<file path="src/rtl/sar_adc_ctrl.sv">
`default_nettype none
// ============================================================================
// Module   : sar_adc_ctrl
// Brief    : 6-bit successive-approximation ADC controller driving an external
//            DAC and reading an external comparator. Optional 4x oversampling
//            accumulator is compiled in with `SAR_OVERSAMPLE_EN.
// Revision : 1.0 - initial release
// ============================================================================
module sar_adc_ctrl #(
    parameter int SYNC_STAGES = 2
) (
    input  logic       clk,
    input  logic       rst_n,
    input  logic       ena,
    input  logic [7:0] ui_in,
    output logic [7:0] uo_out,
    input  logic [7:0] uio_in,
    output logic [7:0] uio_out,
    output logic [7:0] uio_oe
);

    typedef enum logic [1:0] {
        ST_IDLE   = 2'd0,
        ST_SETTLE = 2'd1,
        ST_SAMPLE = 2'd2,
        ST_DONE   = 2'd3
    } state_t;

    localparam logic [4:0] c_sync_m1   = 5'(SYNC_STAGES - 1);
    localparam logic [5:0] c_first_try = 6'b100000;

    state_t                 r_state;
    logic [SYNC_STAGES-1:0] r_sync;
    logic                   r_start_q;
    logic                   r_start_q2;
    logic [3:0]             r_settle;
    logic [4:0]             r_cnt;
    logic [2:0]             r_bit;
    logic [5:0]             r_dac;
    logic [7:0]             r_uo;
    logic                   r_busy;
    logic                   r_done;

`ifdef SAR_OVERSAMPLE_EN
    logic                   r_avg;
    logic [1:0]             r_sub;
    logic [7:0]             r_acc;
`endif

    logic       w_comp;
    logic       w_start_edge;
    logic       w_begin;
    logic       w_more_subs;
    logic [5:0] w_kept;
    logic [5:0] w_next_try;
    logic [4:0] w_cnt_new;
    logic [4:0] w_cnt_hold;
    logic [7:0] w_result;
    logic       w_unused;

    assign w_comp       = r_sync[SYNC_STAGES-1];
    assign w_start_edge = r_start_q & ~r_start_q2;
    // A new conversion starts from IDLE on a start edge, or straight out of DONE in continuous mode.
    assign w_begin      = ((r_state == ST_IDLE) && w_start_edge) ||
                          ((r_state == ST_DONE) && ui_in[2]);
    assign w_kept       = w_comp ? r_dac : (r_dac & ~(6'd1 << r_bit));
    assign w_next_try   = w_kept | (6'd1 << (r_bit - 3'd1));
    assign w_cnt_new    = {1'b0, ui_in[7:4]} + c_sync_m1;
    assign w_cnt_hold   = {1'b0, r_settle} + c_sync_m1;

`ifdef SAR_OVERSAMPLE_EN
    assign w_more_subs  = r_avg && (r_sub != 2'd3);
    assign w_result     = r_avg ? (r_acc + {2'b00, w_kept}) : {2'b00, w_kept};
`else
    assign w_more_subs  = 1'b0;
    assign w_result     = {2'b00, w_kept};
`endif

    assign w_unused = &{1'b0, uio_in, ui_in[3]};

    assign uo_out  = r_uo;
    assign uio_out = {r_done, r_busy, r_dac};
    assign uio_oe  = 8'hFF;

    always_ff @(posedge clk or negedge rst_n) begin
        if (!rst_n) begin
            r_state    <= ST_IDLE;
            r_sync     <= '0;
            r_start_q  <= 1'b0;
            r_start_q2 <= 1'b0;
            r_settle   <= '0;
            r_cnt      <= '0;
            r_bit      <= '0;
            r_dac      <= '0;
            r_uo       <= '0;
            r_busy     <= 1'b0;
            r_done     <= 1'b0;
`ifdef SAR_OVERSAMPLE_EN
            r_avg      <= 1'b0;
            r_sub      <= '0;
            r_acc      <= '0;
`endif
        end else begin
            r_sync     <= {r_sync[SYNC_STAGES-2:0], ui_in[0]};
            r_start_q  <= ui_in[1];
            r_start_q2 <= r_start_q;
            r_done     <= 1'b0;

            if (!ena) begin
                r_state <= ST_IDLE;
                r_dac   <= '0;
                r_busy  <= 1'b0;
            end else if (w_begin) begin
                r_state  <= ST_SETTLE;
                r_settle <= ui_in[7:4];
                r_cnt    <= w_cnt_new;
                r_bit    <= 3'd5;
                r_dac    <= c_first_try;
                r_busy   <= 1'b1;
`ifdef SAR_OVERSAMPLE_EN
                r_avg    <= ui_in[3];
                r_sub    <= '0;
                r_acc    <= '0;
`endif
            end else begin
                case (r_state)
                    ST_SETTLE: begin
                        if (r_cnt == '0) begin
                            r_state <= ST_SAMPLE;
                        end else begin
                            r_cnt <= r_cnt - 5'd1;
                        end
                    end
                    ST_SAMPLE: begin
                        if (r_bit != 3'd0) begin
                            r_bit   <= r_bit - 3'd1;
                            r_dac   <= w_next_try;
                            r_cnt   <= w_cnt_hold;
                            r_state <= ST_SETTLE;
                        end else if (w_more_subs) begin
                            // Next oversampling pass: stay busy, no DONE in between.
                            r_bit   <= 3'd5;
                            r_dac   <= c_first_try;
                            r_cnt   <= w_cnt_hold;
                            r_state <= ST_SETTLE;
`ifdef SAR_OVERSAMPLE_EN
                            r_acc   <= r_acc + {2'b00, w_kept};
                            r_sub   <= r_sub + 2'd1;
`endif
                        end else begin
                            r_dac   <= w_kept;
                            r_uo    <= w_result;
                            r_done  <= 1'b1;
                            r_busy  <= 1'b0;
                            r_state <= ST_DONE;
                        end
                    end
                    ST_DONE: begin
                        r_state <= ST_IDLE;
                        r_dac   <= '0;
                    end
                    default: begin
                        r_state <= ST_IDLE;
                        r_dac   <= '0;
                        r_busy  <= 1'b0;
                    end
                endcase
            end
        end
    end

endmodule
`default_nettype wire

</file>
<file path="config.mk">
export PLATFORM = sky130hd
export DESIGN_NAME = sar_adc_ctrl
export DESIGN_NICKNAME = d
export VERILOG_FILES = /design/src/rtl/sar_adc_ctrl.sv
export SDC_FILE = /design/constraint.sdc
export NUM_CORES = 1
export LEC_CHECK = 0
export CELL_PAD_IN_SITES_DETAIL_PLACEMENT = 0
export CELL_PAD_IN_SITES_GLOBAL_PLACEMENT = 1
export CORE_ASPECT_RATIO = 0.7
export CORE_UTILIZATION = 38
export CTS_CLUSTER_DIAMETER = 120
export DETAILED_ROUTE_END_ITERATION = 10
export HOLD_SLACK_MARGIN = 0.1
export PLACE_DENSITY_LB_ADDON = 0.1
export SLEW_MARGIN = 10
export SYNTH_ARGS = -nofsm -noshare
export SYNTH_HDL_FRONTEND = slang
export SYNTH_SLANG_ARGS = --single-unit
</file>
<file path="constraint.sdc">
create_clock -name clk -period 2.25 [get_ports clk]
set_input_delay 0.45 -clock clk [delete_from_list [all_inputs] [get_ports clk]]
set_output_delay 0.45 -clock clk [all_outputs]
set_load 0.01 [all_outputs]
</file>
# Word level (Yosys, flattened, before mapping)

Index checks and enable logic that the tools add are counted.

Reductions and logical operators: 15
Add/sub/neg operators: 4
Equal/unequal tests: 9
Multiplexer cells: 25
Shift operators: 2
Bitwise operators: 7

Operators by type and width:

| kind                                             | count |
|---|---|
| two-way mux 6 bit                                | 4 |
| two-way mux 5 bit                                | 3 |
| one-hot mux 6 bit (2 select lines)               | 1 |
| << shifter 1 x 3 -> 6 bit, first input constant  | 2 |
| adder 4 x 1 -> 5 bit, second input constant      | 2 |
| one-hot mux 5 bit (2 select lines)               | 1 |
| two-way mux 3 bit                                | 3 |
| != test 3 bit, second input constant             | 3 |
| two-way mux 2 bit                                | 4 |
| != test 4 bit, second input constant             | 2 |
| AND reduction 4 bit                              | 2 |
| two-way mux 1 bit                                | 7 |
| bitwise AND 6 bit                                | 1 |
| inverter 6 bit                                   | 1 |
| OR 6 bit                                         | 1 |
| nonzero test 3 bit                               | 2 |
| zero test 5 bit                                  | 1 |
| subtractor 5 x 1 -> 5 bit, second input constant | 1 |
| == test 2 bit, second input constant             | 2 |
| one-hot mux 2 bit (2 select lines)               | 1 |
| AND reduction 2 bit                              | 2 |
| nonzero test 2 bit                               | 2 |
| != test 3 x 2 -> 1 bit, second input constant    | 1 |
| inverter 1 bit                                   | 3 |
| 9 further kinds                                  | 10 |

Bits of input ports: 19
Output and inout bits: 24
Bits in registers: 32
Word-level logic and storage cells: 73

# Logic depth before layout (Yosys ltp)

Gate-level depths: netlist of the first run.

Depth after elaboration: 9
Gate-level depth with buffers: 8
Mapped depth without buffers: 7

# Worst setup path before layout of the first run

Ideal clock, no wire load.

Kind: reg-to-reg
From: reg r_bit[0]
To: reg r_cnt[0]
Clock period less this slack: 1.758 ns
Setup time: 0.125 ns
Required time: 2.125 ns
Arrival: 1.634 ns
Stages on the path, launching flop included: 9
Setup slack: 0.492 ns
Buffers on the path: 1
Path through: dfrtp_1 -> inv_1 -> ha_1 -> clkbuf_2 -> nand3b_2 -> o21ai_0 -> a21oi_1 -> o21ai_2 -> mux2_2

Longest elaborated chain between the ends: 3

RTL lines:

| what                          | RTL line | RTL |
|---|---|---|
| from (decl)                   | 38       | `logic [2:0] r_bit;` |
| from (signal assigned)        | 136      | `r_bit <= r_bit - 3'd1;` |
| nonzero test 3 bit            | 135      | `if (r_bit != 3'd0) begin` |
| != test 3 bit (no line)       | --       |  |
| AND reduction 4 bit (no line) | --       |  |
| to (signal assigned)          | 131      | `r_cnt <= r_cnt - 5'd1;` |
| to (signal assigned)          | 138      | `r_cnt <= w_cnt_hold;` |
| to (signal assigned)          | 144      | `r_cnt <= w_cnt_hold;` |
| to (decl)                     | 37       | `logic [4:0] r_cnt;` |

Every way passes these cells.
A chain may end at the register's enable or synchronous reset.

# Worst setup path in the final report of the first run

From: reg r_state[0]
To: reg r_cnt[0]

Longest elaborated chain between the ends: 5
Elaborated cells on any way between the ends: 13
Classes of those cells: 5 x eq/ne; 2 x mux; 6 x reduce/logical

RTL lines:

| what                                                          | RTL line | RTL |
|---|---|---|
| from (decl)                                                   | 32       | `state_t r_state;` |
| from (signal assigned)                                        | 87       | `r_state <= ST_IDLE;` |
| from (signal assigned)                                        | 110      | `r_state <= ST_IDLE;` |
| from (signal assigned)                                        | 114      | `r_state <= ST_SETTLE;` |
| == test 2 bit or zero test 2 bit (tied branches)              | 65, 64   |  |
| logical AND 1 bit (on tied branches)                          | 65, 64   |  |
| logical OR 1 bit                                              | 64       | `assign w_begin = ((r_state == ST_IDLE) && w_start_edge) \|\|` |
| != test 3 bit (no line) or nonzero test 3 bit (tied branches) | --       |  |
| AND reduction 4 bit (no line)                                 | --       |  |
| to (signal assigned)                                          | 116      | `r_cnt <= w_cnt_new;` |
| to (signal assigned)                                          | 131      |  |
| to (signal assigned)                                          | 138      |  |

Several ways; a longest one is shown, not always the timed one.

==> metrics.txt, run 1 <==
status=complete, no violations; Worst VDD drop=0.0003500 V; layout cells sized above 1=0.1659; clk_lat worst skew=280 ps; Congestion Overflow GR=0; Hold-fix buffers, CTS=0; full die area=5401 um2; sequential share of power=0.405; CTS clock-pin slew for the worst setup and hold paths=70 ps; FILL cells=437; slack of the critical path=351.9 ps; worst setup path class=reg2reg; synthesized flop and latch total=32; Worst Setup Start Kind=register; mux cell area share after synthesis=0.07801; # Max-Cap Violations=0; Setup Fix Bufs, Post-CTS=0; Synth Area in Compound Gates=0.1786; die width=87.42 um; Worst Tran Pin Value=507.1 ps; WP data arrival=2070 ps; WL per Instance=14.17 um; Clock power frac=0.349; Area Overhead vs Synth=22.24%; Yosys warning count=0; main combinational cell family by area after synthesis=compound AO/OA/AOI/OAI gates; setup violators final=0; CP Capture Type=register; Initial Util=0.4014; post-DR vias/cell=4.936; wirelength, routed=4223 um; Hold WC Path Type=reg2reg; hpwl dp=3135 um; H-tree Lvls=2; RSZ-0062 raised after global routing=false; 1st-iter DRT viols=116; Simple-Gate Fraction of Synth Area=0.1315; pwr dens=745.4 nW/um2; Worst EP required=2420 ps; sequential cell area fraction in the yosys report=0.4126; crit path time final=1898 ps; area of placed instances=2242 um2; Port Buf Inserts=23; DRC violations left=0; adder-cell share of the synthesized area=0.08382; period utilization=0.8436; Total Power=1.768 mW; gate count of the mapped netlist=198; gr usage total=0.1769; initial antenna violation count=0; CTS tree=yes; Boundary Pins=43; Rows=21; syn_area_per_cell=9.801 um2; vias=1471; Setup TNS Final=0 ps; clk sink count=32; first-pass GRT wire length=6989 um; count of different cell masters after synthesis=42; max_slew headroom=0.6619; post-route cell area=2372 um2; Internal=1.251 mW; post-synthesis xor/xnor area fraction=0.02257; fmax=526.8 MHz; Switch Pwr=0.5173 mW; ANT nets after route=0; worst-path fanout max=5; Leak=1.105 nW; Final Max Slew Viols=0; drt pass-1 iters=4; largest net degree at the start of global routing=33; final hold violations=0; placed insts=290; Clock Skew=5.413 ps; Switching Share=0.2926; vias in the first global route=1366; synthesized area=1941 um2; Inserted Clock Buffers=5; nets=260; crit-path max cell delay=420 ps; Worst path slowest cell=dfrtp_1; Antenna diodes=0; root buf cell=clkbuf_8; core area=4835 um2; most common cell after layout, fill and taps aside=dfrtp_1; Place WS=104.9 ps; Final GP Congestion=0.7778; CP cell instances=inv_1 > ha_1 > nand3b_2 > o21ai_0 > a21oi_1 > o21ai_2 > mux2_2; Die Y=61.79 um; Combinational Power Share=0.245; clk buf depth=2; Finished Layout Cells=298; most frequent cells in the layout=32 x dfrtp_1, 23 x clkdlybuf4s50_1, 19 x nand2_1
through the flow:
stage	hold WS (ps)	utilization
finish	352.6	0.4907
floorplan	154.4	-
detailed placement	338.5	0.4638
global placement	336.1	0.4638
global route	374.1	0.4907
CTS	355.7	0.4899
cells in the mapped netlist, drive strengths merged:
cell,instances,area [um2]
dfrtp,32,800.8
nand2,19,71.32
buf,18,122.6
o21ai,16,83.83
ha,13,162.7
inv,12,45.04
mux2,11,131.4
nor2,11,41.29
a21oi,10,53.80
a21boi,6,45.04
nor3,5,25.02
a21o,4,30.03
a22oi,4,30.03
a31oi,3,18.77
nand3,3,15.01
nor2b,3,18.77
xor2,3,26.28
conb,2,7.510
mux2i,2,20.02
nand2b,2,20.02
nor3b,2,15.01
o31ai,2,15.01
xnor2,2,17.52
a211oi,1,7.510
a221oi,1,8.760
a41oi,1,8.760
and2,1,6.260
clkbuf,1,5.000
nand3b,1,11.26
nand4,1,6.260
o211ai,1,21.27
o21a,1,7.510
o32ai,1,16.27
or2,1,6.260
or2b,1,7.510
or3,1,11.26
routing by layer:
layer  track usage  vias to the layer above  share of wire
met5             0                        -              0
met4       0.06323                        0          0.011
met3       0.04491                        5          0.056
met2        0.2333                       46           0.39
met1        0.2737                      700           0.55
li1              -                      720              -
state kept, by name, summed over array words and instances (netlist names), 2 cells and up:
name / flops
r_dac: 6
uo_out: 6
r_cnt: 5
r_settle: 4
r_bit: 3
r_state: 2
r_sync: 2
kinds of logic after synthesis:
| kind of cell | count (synthesis) |
|---|---|
| AO/OA/AOI/OAI | 51 |
| XOR/XNOR | 5 |
| adder cells (fa/ha/maj) | 13 |
| buffers and inverters | 31 |
| flip-flops | 32 |
| multiplexers | 13 |
| other | 2 |
| AND/OR/NAND/NOR | 51 |
critical path, delay by kind of cell, from the launching register on:
kind | cells | cell delay, ps
AO/OA/AOI/OAI | 3 | 480
adder cells (fa/ha/maj) | 1 | 270
AND/OR/NAND/NOR | 1 | 140
flip-flops | 1 | 420
multiplexers | 1 | 380
buffers and inverters | 1 | 100
power groups by stage:
stage | clock network, mW | registers [mW] | logic, mW
3_3_place_gp | 0 | 0.721 | 0.420
4_1_cts | 0.633 | 0.715 | 0.434
3_5_place_dp | 0 | 0.726 | 0.430
6_report | 0.618 | 0.717 | 0.434
5_1_grt | 0.660 | 0.727 | 0.488
2_1_floorplan | 0 | 0.706 | 0.339
layout make-up:
class / count / area, um2 / share of cell area
Sequential cell: 32 / 800.8 / 0.3376
Timing Repair Buffer: 34 / 312.8 / 0.1319
Inverter: 12 / 45.04 / 0.01899
Clock inverter: 1 / 30.03 / 0.01266
Tap cell: 69 / 86.33 / 0.03639
Multi-Input combinational cell: 143 / 1001 / 0.4219
Clock buffer: 7 / 96.34 / 0.04061
path summary, 6_finish.rpt:
path | cells after the start | slack (ps) | end | from
min in group asynchronous | 2 | 580 | r_sync[0] | rst_n
hold / removal | 0 | 350 | r_sync[1] | r_sync[0]
hold reg to reg | 0 | 350 | r_sync[1] | r_sync[0]
max in group asynchronous | 2 | 1360 | r_cnt[4] | rst_n
setup / recovery | 7 | 350 | r_cnt[0] | r_state[0]
setup reg to reg | 7 | 350 | r_cnt[0] | r_state[0]
timing repair:
action | in CTS | in global routing
endpoints found under the setup margin | 0 | 4
resized for setup | 0 | 1
endpoints found under the hold margin | 0 | 0
(Power assumes the default switching activity.)
==> run 2: changes to the inputs <==
- CORE_UTILIZATION: 38 -> 35
- clock period: 2.25 -> 1.7 ns (I/O delays scaled with it)
==> run 2 against run 1 <==
Maximum frequency grew 14%. Global-route usage shrank 1.0 points. Critical path depth is the same. First-iteration DRC count shrank 27%. Sequential share of layout area shrank 3.0 points. Cell count grew 6.0%. Power grew 28%. Final area grew 9.9%. Sequential cell count is the same. Utilization grew 0.27 points. Critical path type unchanged. Critical endpoint is now r_cnt[1].
==> metrics.txt, run 2 (synthesized netlist as in run 1, its figures left out) <==
crit path time final=1669 ps; Clock Skew=3.616 ps; nets=278; Die Y=64.30 um; Congestion Overflow GR=0; DRC violations left=0; crit-path max cell delay=420 ps; R2R cell count=7; fmax=599.2 MHz; Combinational Power Share=0.349; first-pass GRT wire length=7576 um; vias=1522; core area=5285 um2; H-tree Lvls=2; clk buf depth=2; R2R Setup Slk=30 ps; reg-to-reg endpoint=r_cnt[1]; initial antenna violation count=0; RSZ-0062 raised after global routing=true; Worst Setup Start Kind=register; cell mode on critical path=o21ai_4; fin util=0.4934; 1st-iter DRT viols=85; Final GP Congestion=0.7941; largest net degree at the start of global routing=33; # Max-Cap Violations=0; Critical Path Sink=r_cnt[1]; most frequent cells in the layout=32 x dfrtp_1, 25 x buf_4, 23 x clkdlybuf4s50_1; period utilization=0.9817; status=complete, no violations; Boundary Pins=43; setup violators final=0; Worst path slowest cell=dfrtp_1; CP cell instances=inv_2 > ha_4 > nand3b_4 > o21ai_4 > a21oi_2 > o21ai_4 > mux2_4; Worst EP required=1860 ps; area of placed instances=2394 um2; full die area=5851 um2; CP Capture Type=register; WP data arrival=1830 ps; Port Buf Inserts=23; post-route cell area=2608 um2; CP Launch Point=r_state[0]; most common cell after layout, fill and taps aside=dfrtp_1; pwr dens=865.7 nW/um2; post-DR vias/cell=4.816; Switching Share=0.3132; Leak=1.225 nW; Hold WC Path Type=reg2reg; Antenna diodes=0; Inserted Clock Buffers=5; final hold violations=0; clk sink count=32; WL per Instance=14.05 um; hpwl dp=3272 um; Switch Pwr=0.7069 mW; root buf cell=clkbuf_8; clk_lat worst skew=280 ps; drt pass-1 iters=4; gr usage total=0.1668; CTS clock-pin slew for the worst setup and hold paths=60 ps; layout cells sized above 1=0.2992; wirelength, routed=4440 um; Rows=22; Hold-fix buffers, CTS=0; vias in the first global route=1459; Worst VDD drop=0.0003106 V; Clock power frac=0.233; die width=91 um; Initial Util=0.3672; Total Power=2.257 mW; Area Overhead vs Synth=34.36%; Internal=1.550 mW; worst-path fanout max=5; Final Max Slew Viols=0; worst r2r src=r_state[0]; sequential share of power=0.417; ANT nets after route=0; worst setup path class=reg2reg; CTS tree=yes
==> run 2: area by class of cell <==
cell class | instances | area [um2]
well taps | 72 | 90.09
inverters | 12 | 45.04
clock buffers | 5 | 68.82
fillers | 522 | 2678
repair buffers | 51 | 451.7
multi-input cells | 144 | 1151
flip-flops and latches | 32 | 800.8
==> run 2: how the worst min path moves through the flow <==
| stage | from | to | slack, ps | cells past startpoint |
|---|---|---|---|---|
| global route | r_sync[0] | r_sync[1] | 380 | 0 |
| finish | r_sync[0] | r_sync[1] | 360 | 0 |
| CTS | r_sync[0] | r_sync[1] | 360 | 0 |
| detailed placement | r_sync[0] | r_sync[1] | 350 | 0 |
| floorplan | rst_n | r_bit[0] | 40 | 0 |
| global placement | r_sync[0] | r_sync[1] | 340 | 0 |
==> run 2: per-stage QoR <==
step	setup WS, ps	instances	hold slack (ps)	setup TNS [ps]
CTS	-1.136	313	362.2	-1.136
global route	-61.55	316	383.6	-315.4
detailed placement	-156.3	305	347.2	-2002
finish	31.08	316	357.8	0
floorplan	11.31	206	44.41	0
global placement	-109.2	305	338.4	-1216
==> run 2: power by group through the flow <==
| stage | Sequential (mW) | Combinational (mW) | Clock (mW) |
|---|---|---|---|
| 6_report | 0.942 | 0.789 | 0.526 |
| 5_1_grt | 0.954 | 0.884 | 0.577 |
| 4_1_cts | 0.939 | 0.717 | 0.545 |
| 3_5_place_dp | 0.948 | 0.697 | 0 |
| 3_3_place_gp | 0.941 | 0.689 | 0 |
| 2_1_floorplan | 0.938 | 0.501 | 0 |
==> run 2: repair_timing <==
| action | CTS | global route |
|---|---|---|
| setup endpoints to repair | 17 | 17 |
| gates cloned | 1 | 0 |
| pin swaps | 5 | 6 |
| gates resized for setup | 11 | 18 |
| setup buffers | 2 | 3 |
==> run 2: worst max-delay path: cells and delay by family, from the launching register on <==
family	cells	cell delay, ps
muxes	1	330
adders and majority gates	1	180
buffers and inverters	1	110
AOI/OAI and AO/OA	3	400
DFF	1	420
and+or+nand+nor	1	110
==> run 2: metal layers <==
metal	routed length [um]	global-route usage
met1	2340	0.2515
met2	1849	0.2348
met3	233	0.04881
met4	16	0.02976
met5	0	0
==> run 3: changes to the inputs <==
- RECOVER_POWER: not set -> 100
==> run 3 against run 2 <==
Power is 0.15% lower. Sequential power hardly changed. Combinational power hardly changed. Hold slack stayed put. Sequential cell count stayed put. First-iteration DRC count stayed put. Routed wire length hardly changed. Final area hardly changed.
==> metrics.txt, run 3 (synthesized netlist as in run 1, its figures left out) <==
clk_lat worst skew=280 ps; worst-path fanout max=5; Die Y=64.30 um; most frequent cells in the layout=32 x dfrtp_1, 24 x buf_4, 17 x clkdlybuf4s50_1; period utilization=0.9817; Worst EP required=1860 ps; smallest hold slack=357.8 ps; wirelength, routed=4439 um; RSZ-0062 raised after global routing=true; Hold WC Path Type=reg2reg; Antenna diodes=0; clk buf depth=2; WL per Instance=14.05 um; hpwl dp=3272 um; Final GP Congestion=0.7941; fmax=599.2 MHz; Port Buf Inserts=23; # Max-Cap Violations=0; H-tree Lvls=2; Met3 Wirelength=233 um; Place WS=-156.3 ps; routed wl met2=1848 um; 1st-iter DRT viols=85; fin util=0.4929; CP cell instances=inv_2 > ha_4 > nand3b_4 > o21ai_4 > a21oi_2 > o21ai_4 > mux2_4; area of placed instances=2394 um2; Inserted Clock Buffers=5; Clock Skew=3.616 ps; crit-path max cell delay=420 ps; post-route cell area=2605 um2; Setup TNS Final=0 ps; CTS tree=yes; Finished Layout Cells=316; Initial Util=0.3672; Total Power=2.254 mW; DRC violations left=0; Worst Setup Start Kind=register; worst setup path class=reg2reg; Leak=1.238 nW; CP Capture Type=register; root buf cell=clkbuf_8; gr usage total=0.1668; layout cells sized above 1=0.2951; vias in the first global route=1459; Area Overhead vs Synth=34.24%; clk sink count=32; largest net degree at the start of global routing=33; Worst Tran Pin Value=808.2 ps; Hold-fix buffers, CTS=0; Rows=22; WP data arrival=1830 ps; post-DR vias/cell=4.813; max_slew headroom=0.4612; slack of the critical path=31.08 ps; crit path time final=1669 ps; Worst path slowest cell=dfrtp_1; CTS clock-pin slew for the worst setup and hold paths=60 ps; final hold violations=0; drt pass-1 iters=4; placed insts=305; ANT nets after route=0; cell mode on critical path=o21ai_4; status=complete, no violations; initial antenna violation count=0; Top Metal Used=met4; pwr dens=865.2 nW/um2; core area=5285 um2; Boundary Pins=43; M1 wire length=2340 um; Worst VDD drop=0.0003086 V; die width=91 um; most common cell after layout, fill and taps aside=dfrtp_1; setup violators final=0; Congestion Overflow GR=0; nets=278; vias=1521; Final Max Slew Viols=0; full die area=5851 um2; first-pass GRT wire length=7576 um
[run 3: changes by cell type in the layout (fill, tap and decap cells not counted), sizes merged]
| cell | before | now |
|---|---|---|
| buf | 28 | 27 |
| dlygate4sd3 | 0 | 6 |
| clkbuf | 5 | 6 |
| clkdlybuf4s50 | 23 | 17 |
[run 3: metal layers]
metal / vias up / GRT usage
met5: - / 0
met4: 0 / 0.02976
met3: 4 / 0.04881
met2: 42 / 0.2348
met1: 723 / 0.2515
li1: 752 / -
[run 3: layout make-up]
class | instances | area, um2
sequential | 32 | 800.8
timing repair buffer | 51 | 449.2
fill | 521 | 2680
tap | 72 | 90.09
inverter | 12 | 45.04
clock buffer | 5 | 68.82
multi-input combinational | 144 | 1151
[run 3: report_power, final]
group	internal [mW]	switching [mW]	leakage, nW	total, mW
Clock	0.264	0.263	0.0359	0.526
Combinational	0.431	0.355	0.793	0.786
Sequential	0.853	0.0884	0.409	0.942
Total	1.55	0.706	1.24	2.25
[run 3: worst max-delay path: cells and delay by family, from the launching register on]
kind | cells | cell delay, ps
buffers and inverters | 1 | 110
and+or+nand+nor | 1 | 110
muxes | 1 | 330
AOI/OAI and AO/OA | 3 | 400
DFF | 1 | 420
adders and majority gates | 1 | 180
[run 3: path summary, 6_finish.rpt]
check                            from     endpoint  slack, ps  depth (start not counted)
max                        r_state[0]     r_cnt[1]         30                          7
min                         r_sync[0]    r_sync[1]        360                          0
max reg2reg                r_state[0]     r_cnt[1]         30                          7
min reg2reg                 r_sync[0]    r_sync[1]        360                          0
max in group asynchronous       rst_n  r_settle[3]        500                          2
min in group asynchronous       rst_n    uo_out[5]        690                          2
[run 3: what timing repair did]
action | 4_1_cts | 5_1_grt
cloned | 1 | 0
setup buffers | 2 | 3
endpoints found under the setup margin | 17 | 17
pin swaps | 5 | 6
resized for setup | 11 | 18
